<file path="config.mk">
export PLATFORM = sky130hd
export DESIGN_NAME = fb_scanout
export DESIGN_NICKNAME = d
export VERILOG_FILES = /design/src/rtl/gfx_pkg.sv /design/src/rtl/vga_timing_gen.sv /design/src/rtl/fb_scanout.sv
export SDC_FILE = /design/constraint.sdc
export NUM_CORES = 1
export LEC_CHECK = 0
export ABC_AREA = 1
export BUFFER_PORTS_ARGS = -buffer_cell sky130_fd_sc_hd__buf_2
export CORE_MARGIN = 2
export CORE_UTILIZATION = 40
export DETAILED_ROUTE_END_ITERATION = 6
export HOLD_SLACK_MARGIN = 0.03
export PLACE_DENSITY = 0.68
export SLEW_MARGIN = 0
export SYNTH_ARGS = -nofsm -noshare
export SYNTH_HDL_FRONTEND = slang
export SYNTH_HIERARCHICAL = 1
export SYNTH_SLANG_ARGS = --single-unit
</file>
<file path="constraint.sdc">
create_clock -name clk -period 3.9 [get_ports clk]
set_input_delay 0.78 -clock clk [delete_from_list [all_inputs] [get_ports clk]]
set_output_delay 0.78 -clock clk [all_outputs]
set_load 0.005 [all_outputs]
</file>
<file path="src/rtl/gfx_pkg.sv">
// Shared display types and default VGA 640x480 timing for the framebuffer scanout path.
// Provides the colour types and the greyscale palette function used by the reader side.
package gfx_pkg;

    localparam logic [9:0] VGA_H_ACTIVE = 10'd640;
    localparam logic [9:0] VGA_H_FP     = 10'd16;
    localparam logic [9:0] VGA_H_SYNC   = 10'd96;
    localparam logic [9:0] VGA_H_BP     = 10'd48;
    localparam logic [9:0] VGA_V_ACTIVE = 10'd480;
    localparam logic [9:0] VGA_V_FP     = 10'd10;
    localparam logic [9:0] VGA_V_SYNC   = 10'd2;
    localparam logic [9:0] VGA_V_BP     = 10'd33;

    localparam logic [9:0] H_TOTAL = VGA_H_ACTIVE + VGA_H_FP + VGA_H_SYNC + VGA_H_BP;
    localparam logic [9:0] V_TOTAL = VGA_V_ACTIVE + VGA_V_FP + VGA_V_SYNC + VGA_V_BP;

    typedef logic [3:0] pix_idx_t;

    typedef struct packed {
        logic [3:0] r;
        logic [3:0] g;
        logic [3:0] b;
    } rgb444_t;

    function automatic rgb444_t default_palette(input pix_idx_t idx);
        rgb444_t c;
        c.r = idx;
        c.g = idx;
        c.b = idx;
        return c;
    endfunction

endpackage

</file>
<file path="src/rtl/vga_timing_gen.sv">
// Raster position counters for the scanout path: raw sync/active flags and the vblank event.
// Counters advance only on pix_ce; geometry is parameterised with VGA 640x480 defaults.
module vga_timing_gen
    import gfx_pkg::*;
#(
    parameter logic [9:0] H_ACTIVE = VGA_H_ACTIVE,
    parameter logic [9:0] H_FP     = VGA_H_FP,
    parameter logic [9:0] H_SYNC   = VGA_H_SYNC,
    parameter logic [9:0] H_BP     = VGA_H_BP,
    parameter logic [9:0] V_ACTIVE = VGA_V_ACTIVE,
    parameter logic [9:0] V_FP     = VGA_V_FP,
    parameter logic [9:0] V_SYNC   = VGA_V_SYNC,
    parameter logic [9:0] V_BP     = VGA_V_BP
) (
    input  logic       clk,
    input  logic       areset,
    input  logic       pix_ce,
    output logic [9:0] h_cnt,
    output logic [9:0] v_cnt,
    output logic       hs_raw,
    output logic       vs_raw,
    output logic       active_raw,
    output logic       vblank_evt
);

    localparam logic [9:0] H_LAST     = H_ACTIVE + H_FP + H_SYNC + H_BP - 10'd1;
    localparam logic [9:0] V_LAST     = V_ACTIVE + V_FP + V_SYNC + V_BP - 10'd1;
    localparam logic [9:0] H_SYNC_BEG = H_ACTIVE + H_FP;
    localparam logic [9:0] H_SYNC_END = H_ACTIVE + H_FP + H_SYNC;
    localparam logic [9:0] V_SYNC_BEG = V_ACTIVE + V_FP;
    localparam logic [9:0] V_SYNC_END = V_ACTIVE + V_FP + V_SYNC;

    logic h_wrap;
    logic v_wrap;

    assign h_wrap = (h_cnt == H_LAST);
    assign v_wrap = (v_cnt == V_LAST);

    always_ff @(posedge clk) begin
        if (areset) begin
            h_cnt <= '0;
            v_cnt <= '0;
        end else if (pix_ce) begin
            if (h_wrap) begin
                h_cnt <= '0;
                v_cnt <= v_wrap ? 10'd0 : v_cnt + 10'd1;
            end else begin
                h_cnt <= h_cnt + 10'd1;
            end
        end
    end

    assign hs_raw     = !((h_cnt >= H_SYNC_BEG) && (h_cnt < H_SYNC_END));
    assign vs_raw     = !((v_cnt >= V_SYNC_BEG) && (v_cnt < V_SYNC_END));
    assign active_raw = (h_cnt < H_ACTIVE) && (v_cnt < V_ACTIVE);

    // Fires on the tick that moves the raster to (0, V_ACTIVE).
    assign vblank_evt = pix_ce && h_wrap && (v_cnt == V_ACTIVE - 10'd1);

endmodule

</file>
<file path="src/rtl/fb_scanout.sv">
// Framebuffer reader: VGA timing, raster-order fetch, palette lookup and front/back buffer swap.
// FB_SCANOUT_PALETTE_EN adds a writable 16x12 palette; otherwise the palette is a greyscale ROM.
module fb_scanout
    import gfx_pkg::*;
#(
    parameter logic [9:0] H_ACTIVE = VGA_H_ACTIVE,
    parameter logic [9:0] H_FP     = VGA_H_FP,
    parameter logic [9:0] H_SYNC   = VGA_H_SYNC,
    parameter logic [9:0] H_BP     = VGA_H_BP,
    parameter logic [9:0] V_ACTIVE = VGA_V_ACTIVE,
    parameter logic [9:0] V_FP     = VGA_V_FP,
    parameter logic [9:0] V_SYNC   = VGA_V_SYNC,
    parameter logic [9:0] V_BP     = VGA_V_BP
) (
    input  logic        clk,
    input  logic        areset,
    input  logic        pix_ce,
`ifdef FB_SCANOUT_PALETTE_EN
    input  logic        pal_we,
    input  logic [3:0]  pal_addr,
    input  logic [11:0] pal_wdata,
`endif
    output logic        fb_re,
    output logic [9:0]  fb_rd_x,
    output logic [9:0]  fb_rd_y,
    output logic        fb_buf_sel,
    input  logic [3:0]  fb_rdata,
    input  logic        swap_req,
    output logic        swap_ack,
    output logic        frame_start,
    output logic        vga_hs,
    output logic        vga_vs,
    output logic        vga_blank_n,
    output logic [3:0]  vga_r,
    output logic [3:0]  vga_g,
    output logic [3:0]  vga_b
);

    logic [9:0] h_cnt;
    logic [9:0] v_cnt;
    logic       hs_raw;
    logic       vs_raw;
    logic       active_raw;
    logic       vblank_evt;

    vga_timing_gen #(
        .H_ACTIVE (H_ACTIVE),
        .H_FP     (H_FP),
        .H_SYNC   (H_SYNC),
        .H_BP     (H_BP),
        .V_ACTIVE (V_ACTIVE),
        .V_FP     (V_FP),
        .V_SYNC   (V_SYNC),
        .V_BP     (V_BP)
    ) u_timing (
        .clk        (clk),
        .areset     (areset),
        .pix_ce     (pix_ce),
        .h_cnt      (h_cnt),
        .v_cnt      (v_cnt),
        .hs_raw     (hs_raw),
        .vs_raw     (vs_raw),
        .active_raw (active_raw),
        .vblank_evt (vblank_evt)
    );

    pix_idx_t idx_q;
    rgb444_t  pal_rd;
    logic     hs_d, vs_d, act_d;
    logic     hs_q, vs_q, act_q;

    // Sync/active ride a two-stage shadow of the fetch->index pipe so they land with the RGB.
    always_ff @(posedge clk) begin
        if (areset) begin
            fb_re       <= 1'b0;
            fb_rd_x     <= '0;
            fb_rd_y     <= '0;
            idx_q       <= '0;
            hs_d        <= 1'b1;
            vs_d        <= 1'b1;
            act_d       <= 1'b0;
            hs_q        <= 1'b1;
            vs_q        <= 1'b1;
            act_q       <= 1'b0;
            vga_hs      <= 1'b1;
            vga_vs      <= 1'b1;
            vga_blank_n <= 1'b0;
            vga_r       <= '0;
            vga_g       <= '0;
            vga_b       <= '0;
        end else begin
            fb_re <= pix_ce & active_raw;
            if (pix_ce) begin
                fb_rd_x     <= h_cnt;
                fb_rd_y     <= v_cnt;
                hs_d        <= hs_raw;
                vs_d        <= vs_raw;
                act_d       <= active_raw;
                idx_q       <= fb_rdata;
                hs_q        <= hs_d;
                vs_q        <= vs_d;
                act_q       <= act_d;
                vga_hs      <= hs_q;
                vga_vs      <= vs_q;
                vga_blank_n <= act_q;
                vga_r       <= act_q ? pal_rd.r : 4'd0;
                vga_g       <= act_q ? pal_rd.g : 4'd0;
                vga_b       <= act_q ? pal_rd.b : 4'd0;
            end
        end
    end

    // Buffer flip is only ever granted on the vblank tick, so a frame is never torn.
    always_ff @(posedge clk) begin
        if (areset) begin
            fb_buf_sel  <= 1'b0;
            frame_start <= 1'b0;
            swap_ack    <= 1'b0;
        end else begin
            frame_start <= vblank_evt;
            swap_ack    <= vblank_evt & swap_req;
            if (vblank_evt && swap_req) begin
                fb_buf_sel <= ~fb_buf_sel;
            end
        end
    end

`ifdef FB_SCANOUT_PALETTE_EN
    rgb444_t pal_mem [16];

    always_ff @(posedge clk) begin
        if (areset) begin
            for (int i = 0; i < 16; i++) begin
                pal_mem[i] <= default_palette(pix_idx_t'(i));
            end
        end else if (pal_we) begin
            pal_mem[pal_addr] <= rgb444_t'(pal_wdata);
        end
    end

    assign pal_rd = pal_mem[idx_q];
`else
    assign pal_rd = default_palette(idx_q);
`endif

endmodule

</file>
==> results.txt, run 1 <==
Status = completed
DRT Pass-1 Iters = 4
CTS tree = done
CORE AREA = 0.006794 sq mm
Syn Std Cell Area = 0.002794 sq mm
Antenna diodes = 0
Vias in the first global route = 2205
Pin count of the biggest net entering global routing = 45
PnR worst setup slack = 2.124 ns
Sink Count = 61
Critical Path Most Common Cell = nor2_1
H-tree depth = 3
Initial core utilization = 0.4112
CP Capture Type = register
Cell Pwr Density = 399.0 mW/mm^2
DR DRC count = 0
Layout area overhead = 13.08%
WP data arrival = 2.00 ns
Final #Nets = 434
Clock root cell = clkbuf_8
Psw = 0.2953 mW
Die extent in y = 87.58 um
Crit path kind = in -> reg
CTS Buffer Depth = 2
Global-route congestion overflow total = 0
Initial antenna violation count = 0
Synthesized area per cell = 7.295 sq um
Max stage delay on crit path = 0.38 ns
Fin. max-slew vios = 0
Fillers = 709
Final Power = 1.261 mW
FF+latch count, synth = 61
Pleak = 1.495 nW
Clock Latency Late Sink = 0.33 ns
Die X = 87.58 um
CP Max Fanout = 44
Total GRT Usage = 0.1649
Mapped Cells = 383
PostCTS Resize Cnt = 0
Initial DRC count = 107
Detailed-route wire length = 5.806 mm
Yosys cell types = 28
Max Freq = 563.2 MHz
Register area share after synthesis = 0.4371
Vias = 2428
Crit path max-delay family = simple AND/OR/NAND/NOR gates
TNS Setup = 0 ns
Row cnt = 30
Port Buf Inserts = 46
Synth Net Count = 396
Share of the clock period used by the worst path after layout = 0.4553
Place WS = 1.794 ns
Setup Fix Bufs, Post-CTS = 0
Critical Path RT = 4.12 ns
Slowest CP cell = buf_4
Tightest Hold Check Type = reg -> reg
Proportion of layout cells with a drive suffix above 1 = 0.1812
Setup repair after global routing missed its margin = no
Sequential share of power = 0.523
Clock network power share = 0.410
Setup violators final = 0
CTS buffer count = 9
Worst Path Buf+Inv = 2
First-pass GRT wire length = 9.887 mm
Worst-margin pin slew = 0.4650 ns
Startpoint Class = input pin
DR WL/cell = 11.14 um
Worst VDD drop = 0.1478 mV
Internal power = 0.9653 mW
Vias per Instance = 4.660
Period minus WS final = 1.776 ns
Share of power burned in combinational logic = 0.067
Reg clk slew, reported paths = 0.07 ns
GP Congestion = 0.8879
Ys Warns = 6
Hold buffer count at cts = 0
Clock Skew = 0.005149 ns
I/O pin total = 47
Max Cap Viol = 0
Die area = 0.007669 sq mm
Post-DP HPWL = 4.117 mm
Slew margin rel. = 0.6895
Switching Share = 0.2343
Crit-path cells = buf_2 -> buf_4 -> nand2_1 -> nor2_1 -> nand2_1 -> nor2_1 -> xnor2_1 -> nor2_1
Antenna viol nets, final = 0
Final hold vios = 0
## flip-flops by register name, summed over array words and instances, names as in the netlist, 4 cells and up
register,flops
fb_rd_x,10
fb_rd_y,10
u_timing/h_cnt,10
vga_b,4
u_timing/v_cnt,10
idx_q,4
## cell usage in the layout (no fill, tap or decap), types with 2 or more instances in the layout
| cell type | n |
|---|---|
| a211oi_1 | 3 |
| nand3_1 | 24 |
| dfxtp_1 | 61 |
| nor2_4 | 2 |
| o21ai_1 | 4 |
| inv_1 | 37 |
| clkbuf_8 | 9 |
| nand2_1 | 68 |
| nand4_1 | 7 |
| a21oi_1 | 10 |
| ha_1 | 5 |
| nor2_1 | 93 |
| clkinv_2 | 3 |
| nor3_1 | 3 |
| xor2_1 | 3 |
| nand2_2 | 5 |
| o21ai_0 | 26 |
| nand2_4 | 3 |
| buf_2 | 46 |
## final timing paths
check | start | end | slack, ns | cells past startpoint
worst max register to register | u_timing/h_cnt[0] | fb_buf_sel | 2.18 | 10
worst min-delay path | vga_vs | vga_vs | 0.46 | 2
worst min register to register | vga_vs | vga_vs | 0.46 | 2
worst max-delay path | pix_ce | u_timing/h_cnt[8] | 2.12 | 8
## power by group through the flow
| stage | logic, mW | registers (mW) | clock network [mW] |
|---|---|---|---|
| after global routing | 0.0981 | 0.661 | 0.566 |
| final | 0.0844 | 0.659 | 0.517 |
| after global placement | 0.0839 | 0.672 | 0 |
| after CTS | 0.0861 | 0.659 | 0.535 |
| after floorplan | 0.0626 | 0.673 | 0 |
| after detailed placement | 0.0856 | 0.673 | 0 |
## stage by stage
step	utilization	hold slack, ns	area (sq um)	instances
6_report	0.4650	0.4563	3159	521
5_1_grt	0.4650	0.4892	3159	521
4_1_cts	0.4650	0.4617	3159	521
3_5_place_dp	0.4385	0.4437	2979	506
3_3_place_gp	0.4385	0.4367	2979	506
2_1_floorplan	-	0.4292	2794	383
## kinds of logic after synthesis
kind of cell / share of synthesized area
AOI/OAI and AO/OA: 0.08240
xor gates and xnor gates: 0.01254
adders and majority gates: 0.02239
buffers and inverters: 0.1151
DFF: 0.4371
and+or+nand+nor: 0.3305
## worst register-to-register path: stages, from the launching register on
cell     delay, ns
dfxtp_1       0.39
ha_1          0.24
inv_1         0.10
nor2_4        0.13
nand2_4       0.07
nor2_8        0.19
nand2_4       0.08
nor3_2        0.20
nand3_1       0.11
nand2_1       0.07
nor2_1        0.05
## synthesized netlist by cell type (all sizes together)
master  count  area, sq um
ha          5        62.56
xor2        3        26.28
o21ai      30        150.1
a21oi      10        50.05
inv        39        148.9
nor4        1        6.260
xnor2       1        8.760
o211ai      1        7.510
a211oi      3        22.52
nor2       97        397.9
nand2      76        320.3
nand3      25        130.1
clkbuf      1        3.750
nand4       7        43.79
nor3        4        25.02
dfxtp      61         1221
buf        19        168.9
## layer usage
| metal | vias to the layer above | track usage | share of wire |
|---|---|---|---|
| met5 | - | 0 | 0 |
| met1 | 1087 | 0.2001 | 0.48 |
| met2 | 57 | 0.2789 | 0.47 |
| li1 | 1279 | - | - |
| met4 | 0 | 0.07692 | 0.0095 |
| met3 | 5 | 0.03487 | 0.041 |
## layout make-up
cell class,count,area (sq um),area share
multi-input combinational,263,1251,0.3960
sequential,61,1221,0.3865
timing repair buffer,47,237.7,0.07525
inverter,39,148.9,0.04713
clock buffer,10,127.6,0.04040
tap,96,120.1,0.03802
clock inverter,5,52.55,0.01663
(Power assumes the default switching activity.)
==> run 2: changes to the inputs <==
--- a/config.mk
+++ b/config.mk
@@ -11,7 +11,7 @@
 export CORE_UTILIZATION = 40
 export DETAILED_ROUTE_END_ITERATION = 6
 export HOLD_SLACK_MARGIN = 0.03
-export PLACE_DENSITY = 0.68
+export PLACE_DENSITY = 0.7
 export SLEW_MARGIN = 0
 export SYNTH_ARGS = -nofsm -noshare
 export SYNTH_HDL_FRONTEND = slang
==> constraint.sdc (replaced) <==
create_clock -name clk -period 1.54 [get_ports clk]
set_input_delay 0.308 -clock clk [delete_from_list [all_inputs] [get_ports clk]]
set_output_delay 0.308 -clock clk [all_outputs]
set_load 0.005 [all_outputs]
==> results.txt, run 2 (synthesis gave the netlist of run 1 again) <==
Status = completed
CTS tree = done
I/O pin total = 47 (unchanged)
Die X = 87.58 um (unchanged)
Critical Path RT = 1.80 ns (-2.32 ns)
Commonest non-fill, non-tap cell in the layout = nor2_1
Crit path kind = reg -> reg
Total GRT Usage = 0.1798 (+0.01488)
Initial antenna violation count = 0 (unchanged)
Worst reg2reg path depth = 10 (unchanged)
Final hold vios = 0 (unchanged)
Vias in the first global route = 2389 (+8.3%)
Port Buf Inserts = 46 (unchanged)
CTS buffer count = 9 (unchanged)
Proportion of layout cells with a drive suffix above 1 = 0.2393 (+0.05810)
TNS Setup = 0 ns (unchanged)
Post-DP HPWL = 4.446 mm (+8.0%)
Global-route congestion overflow total = 0 (unchanged)
Vias per Instance = 4.772 (+2.4%)
Worst VDD drop = 0.4364 mV (+200%)
DR DRC count = 0 (unchanged)
Vias = 2572 (+5.9%)
Pin count of the biggest net entering global routing = 38 (-16%)
Clock Latency Late Sink = 0.34 ns (about the same)
CP Capture Type = register
Period minus WS final = 1.472 ns
Max Freq = 679.3 MHz
Worst-margin pin slew = 0.4686 ns (+0.003576 ns)
Placed cells = 522 (+3.2%)
Final #Nets = 451 (+3.9%)
Placed cell areas = 0.003099 sq mm (+4.0%)
Commonest non-fill, non-tap cells in the layout = nor2_1 (91), nand2_1 (67), dfxtp_1 (57), buf_2 (46), inv_1 (36)
Die extent in y = 87.58 um (unchanged)
Initial DRC count = 160 (+50%)
CTS Buffer Depth = 2 (unchanged)
Sink Count = 61 (unchanged)
Tightest Hold Check Type = in -> reg
Layout area overhead = 21.50%
H-tree depth = 3 (unchanged)
Hold path depth = 3 (+1)
Slew margin rel. = 0.6872 (-0.002388)
Fin. max-slew vios = 0 (unchanged)
Antenna diodes = 0 (unchanged)
Detailed-route wire length = 6.420 mm (+11%)
GP Congestion = 0.8751 (-1.4%)
Share of the clock period used by the worst path after layout = 0.9559
Setup violators final = 0 (unchanged)
Antenna viol nets, final = 0 (unchanged)
Fillers = 639 (-9.9%)
Row cnt = 30 (unchanged)
Clock Skew = 0.01002 ns (+0.004872 ns)
DR WL/cell = 11.91 um (+6.9%)
Cell Pwr Density = 1066 mW/mm^2 (+170%)
Pleak = 1.622 nW (+8.5%)
Final design utilization = 0.4996 (+0.03462)
Post-layout instance area = 0.003395 sq mm (+7.4%)
Startpoint Class = register
Max Cap Viol = 0 (unchanged)
Die area = 0.007669 sq mm (unchanged)
CP Max Fanout = 6 (-86%)
Final non-filler cell total = 539 (+3.5%)
First-pass GRT wire length = 10.79 mm (+9.1%)
Clock root cell = clkbuf_8
Initial core utilization = 0.4112 (unchanged)
Reg clk slew, reported paths = 0.07 ns (about the same)
DRT Pass-1 Iters = 5 (+1)
CORE AREA = 0.006794 sq mm (unchanged)
WP data arrival = 1.73 ns (-0.27 ns)
-- run 2: cell count changes in the layout (fill, tap and decap cells not counted), sizes merged --
cell / change
buf: +17
clkinv: -1
bufinv: +2
-- run 2: worst paths after layout --
| kind | slack, ns | start | end |
|---|---|---|---|
| hold / removal | 0.19 | fb_rdata[3] | idx_q[3] |
| setup reg to reg | 0.07 | u_timing/v_cnt[1] | u_timing/v_cnt[3] |
| hold reg to reg | 0.45 | vga_hs | vga_hs |
| setup / recovery | 0.07 | u_timing/v_cnt[1] | u_timing/v_cnt[3] |
-- run 2: metrics by stage --
step	worst slack (ns)	power (mW)	hold WS, ns
2_1_floorplan	0.03162	1.862	0.3771
5_1_grt	-0.003474	3.764	0.1900
6_report	0.06787	3.619	0.1942
3_3_place_gp	0.07294	1.930	0.4328
3_5_place_dp	-0.02392	1.937	0.4388
4_1_cts	0.01336	3.642	0.1884
-- run 2: area by class of cell --
cell class,instances,area [sq um],area share
Multi-Input combinational cell,263,1295,0.3815
Sequential cell,61,1226,0.3612
Timing Repair Buffer,64,365.4,0.1076
Inverter,39,148.9,0.04386
Clock buffer,10,127.6,0.03760
Tap cell,96,120.1,0.03539
Clock inverter,6,111.4,0.03281
-- run 2: what timing repair did --
| action | CTS | global route |
|---|---|---|
| pin swaps | 0 | 4 |
| setup buffers | 0 | 1 |
| hold buffers | 0 | 0 |
| setup endpoints to repair | 1 | 8 |
| gates resized for setup | 1 | 14 |
-- run 2: where the power goes --
| group | internal [mW] | switching (mW) | total, mW | leakage (nW) |
|---|---|---|---|---|
| clock | 1.07 | 0.637 | 1.71 | 0.116 |
| sequential | 1.64 | 0.0340 | 1.67 | 0.501 |
| combinational | 0.0919 | 0.144 | 0.236 | 1.00 |
-- run 2: layer usage --
metal / up-vias / wire length (um) / GRT usage / part of all wire
li1: 1312 / - / - / -
met1: 1183 / 3001 / 0.2209 / 0.47
met2: 68 / 3048 / 0.3065 / 0.47
met3: 9 / 273 / 0.04713 / 0.043
met4: 0 / 96 / 0.05874 / 0.015
met5: - / 0 / 0 / 0
-- run 2: worst max-delay path, cell delays in order, from the launching register on --
cell and delay [ns]:
dfxtp_1 0.35, buf_4 0.16, inv_1 0.06, ha_1 0.18, nand2_1 0.06, nor2_1 0.04
nand3_1 0.14, nand2_1 0.08, nand2_2 0.14, nand2_1 0.08, nor2_1 0.12
==> run 3: changes to the inputs <==
--- a/config.mk
+++ b/config.mk
@@ -9,9 +9,11 @@
 export BUFFER_PORTS_ARGS = -buffer_cell sky130_fd_sc_hd__buf_2
 export CORE_MARGIN = 2
 export CORE_UTILIZATION = 40
+export CTS_BUF_LIST = sky130_fd_sc_hd__clkbuf_8
 export DETAILED_ROUTE_END_ITERATION = 6
 export HOLD_SLACK_MARGIN = 0.03
 export PLACE_DENSITY = 0.7
+export REMOVE_ABC_BUFFERS = 1
 export SLEW_MARGIN = 0
 export SYNTH_ARGS = -nofsm -noshare
 export SYNTH_HDL_FRONTEND = slang
==> results.txt, run 3 (synthesis gave the netlist of run 1 again) <==
Status = completed
GP Congestion = 0.9550 (+9.1%)
DR WL/cell = 11.27 um (-5.4%)
Initial core utilization = 0.4112 (unchanged)
Final hold vios = 0 (unchanged)
Die extent in y = 87.58 um (unchanged)
Antenna viol nets, final = 0 (unchanged)
Vias = 2478 (-3.7%)
Final Power = 3.496 mW (-3.4%)
Crit-path cells = ha_4 -> inv_1 -> nor2_4 -> nand2_4 -> nor2_8 -> nand2_4 -> nor3_4 -> nand3_1 -> nand2_1 -> nor2_1
Sequential share of power = 0.478 (+0.016)
Clock Skew = 0.008288 ns (-0.001733 ns)
Vias in the first global route = 2308 (-3.4%)
Worst reg2reg startpoint = u_timing/h_cnt[1]
Hold path depth = 3 (unchanged)
Final #Nets = 445 (-1.3%)
Switching Share = 0.2229 (-0.002301)
Share of power burned in combinational logic = 0.067 (+0.002)
CTS buffer count = 9 (unchanged)
Die X = 87.58 um (unchanged)
Row cnt = 30 (unchanged)
I/O pin total = 47 (unchanged)
R2R setup slack = 0.10 ns (+0.03 ns)
Proportion of layout cells with a drive suffix above 1 = 0.2311 (-0.008156)
Slew margin rel. = 0.6838 (-0.003353)
H-tree depth = 3 (unchanged)
Fin. max-slew vios = 0 (unchanged)
Placed cells = 516 (-1.1%)
Max Cap Viol = 0 (unchanged)
Max Freq = 695.8 MHz (+2.4%)
Antenna diodes = 0 (unchanged)
Slowest CP cell = dfxtp_2
TNS Setup = 0 ns (unchanged)
Sink Count = 61 (unchanged)
Global-route congestion overflow total = 0 (unchanged)
Post-layout instance area = 0.003346 sq mm (-1.4%)
Startpoint Class = register
CTS tree = done
Final non-filler cell total = 533 (-1.1%)
Place WS = -0.02695 ns (-0.003030 ns)
Fillers = 692 (+8.3%)
Max stage delay on crit path = 0.36 ns (about the same)
CP Capture Type = register
Share of the clock period used by the worst path after layout = 0.9333 (-0.02266)
Worst VDD drop = 0.3556 mV (-19%)
Detailed-route wire length = 6.008 mm (-6.4%)
Reg2reg end = fb_buf_sel
Cell Pwr Density = 1045 mW/mm^2 (-2.0%)
Commonest non-fill, non-tap cells in the layout = nor2_1 (91), nand2_1 (68), dfxtp_1 (55), buf_2 (46), inv_1 (38)
Internal power = 2.717 mW (-3.1%)
Worst-margin pin slew = 0.4736 ns (+0.005022 ns)
Hold_ws = 0.2056 ns (+0.01142 ns)
Post-DP HPWL = 4.156 mm (-6.5%)
Final design utilization = 0.4924 (-0.007183)
Layout area overhead = 19.75%
Clock network power share = 0.456 (-0.017)
Hold buffer count at cts = 0 (unchanged)
Vias per Instance = 4.649 (-2.6%)
Crit path kind = reg -> reg
Setup repair after global routing missed its margin = no
Port Buf Inserts = 46 (unchanged)
Critical Path RT = 1.77 ns (-0.03 ns)
Psw = 0.7790 mW (-4.4%)
CP Max Fanout = 4 (-2)
Total GRT Usage = 0.1724 (-0.007400)
CTS Buffer Depth = 2 (unchanged)
Die area = 0.007669 sq mm (unchanged)
CORE AREA = 0.006794 sq mm (unchanged)
Initial antenna violation count = 0 (unchanged)
PnR worst setup slack = 0.1028 ns (+0.03490 ns)
Crit path to = fb_buf_sel
Clock Latency Late Sink = 0.33 ns (about the same)
First-pass GRT wire length = 10.29 mm (-4.6%)
Pin count of the biggest net entering global routing = 38 (unchanged)
DR DRC count = 0 (unchanged)
Setup crit start = u_timing/h_cnt[1]
Clock root cell = clkbuf_8
Pleak = 1.579 nW (-2.6%)
Reg clk slew, reported paths = 0.07 ns (about the same)
WP data arrival = 1.67 ns (-0.06 ns)
Worst reg2reg path depth = 10 (unchanged)
Commonest non-fill, non-tap cell in the layout = nor2_1
Period minus WS final = 1.437 ns (-0.03490 ns)
DRT Pass-1 Iters = 5 (unchanged)
Initial DRC count = 159 (-0.63%)
Critical Path Most Common Cell = nand2_4
Placed cell areas = 0.003054 sq mm (-1.5%)
Setup violators final = 0 (unchanged)
Tightest Hold Check Type = in -> reg
## run 3: worst max-delay path, delay by kind of cell, from the launching register on
family | cells | cell delay [ns]
flip-flops | 1 | 0.36
adder cells (fa/ha/maj) | 1 | 0.14
AND/OR/NAND/NOR | 8 | 0.77
buffers and inverters | 1 | 0.07
## run 3: cell type report
cell class,instances,area (sq um),share of cell area
sequential,61,1229,0.3672
tap,96,120.1,0.03590
clock inverter,5,73.82,0.02206
timing repair buffer,58,320.3,0.09574
multi-input combinational,263,1303,0.3893
clock buffer,11,151.4,0.04525
inverter,39,148.9,0.04450
## run 3: power groups by stage
| stage | Clock [mW] | Combinational (mW) | Sequential [mW] |
|---|---|---|---|
| 3_5_place_dp | 0 | 0.232 | 1.70 |
| 4_1_cts | 1.64 | 0.233 | 1.67 |
| 6_report | 1.59 | 0.233 | 1.67 |
| 3_3_place_gp | 0 | 0.229 | 1.70 |
| 5_1_grt | 1.70 | 0.270 | 1.68 |
| 2_1_floorplan | 0 | 0.112 | 1.70 |
## run 3: worst min-delay path by stage
stage / start / end / slack (ns)
2_1_floorplan: areset / act_d / 0.38
3_3_place_gp: vga_vs / vga_vs / 0.43
3_5_place_dp: vga_hs / vga_hs / 0.44
4_1_cts: swap_req / swap_ack / 0.19
5_1_grt: swap_req / swap_ack / 0.19
6_report: fb_rdata[0] / idx_q[0] / 0.21
## run 3: what timing repair did
| item | CTS | global route |
|---|---|---|
| gates resized for setup | 1 | 15 |
| pin swaps | 0 | 4 |
| setup buffers | 0 | 1 |
| endpoints found under the setup margin | 1 | 10 |
## run 3: routing by layer
layer	vias to the layer above	wire, um	GRT usage
met2	65	2714	0.2693
met1	1113	2895	0.2212
li1	1294	-	-
met4	0	57	0.06993
met5	-	0	0
met3	6	340	0.05467
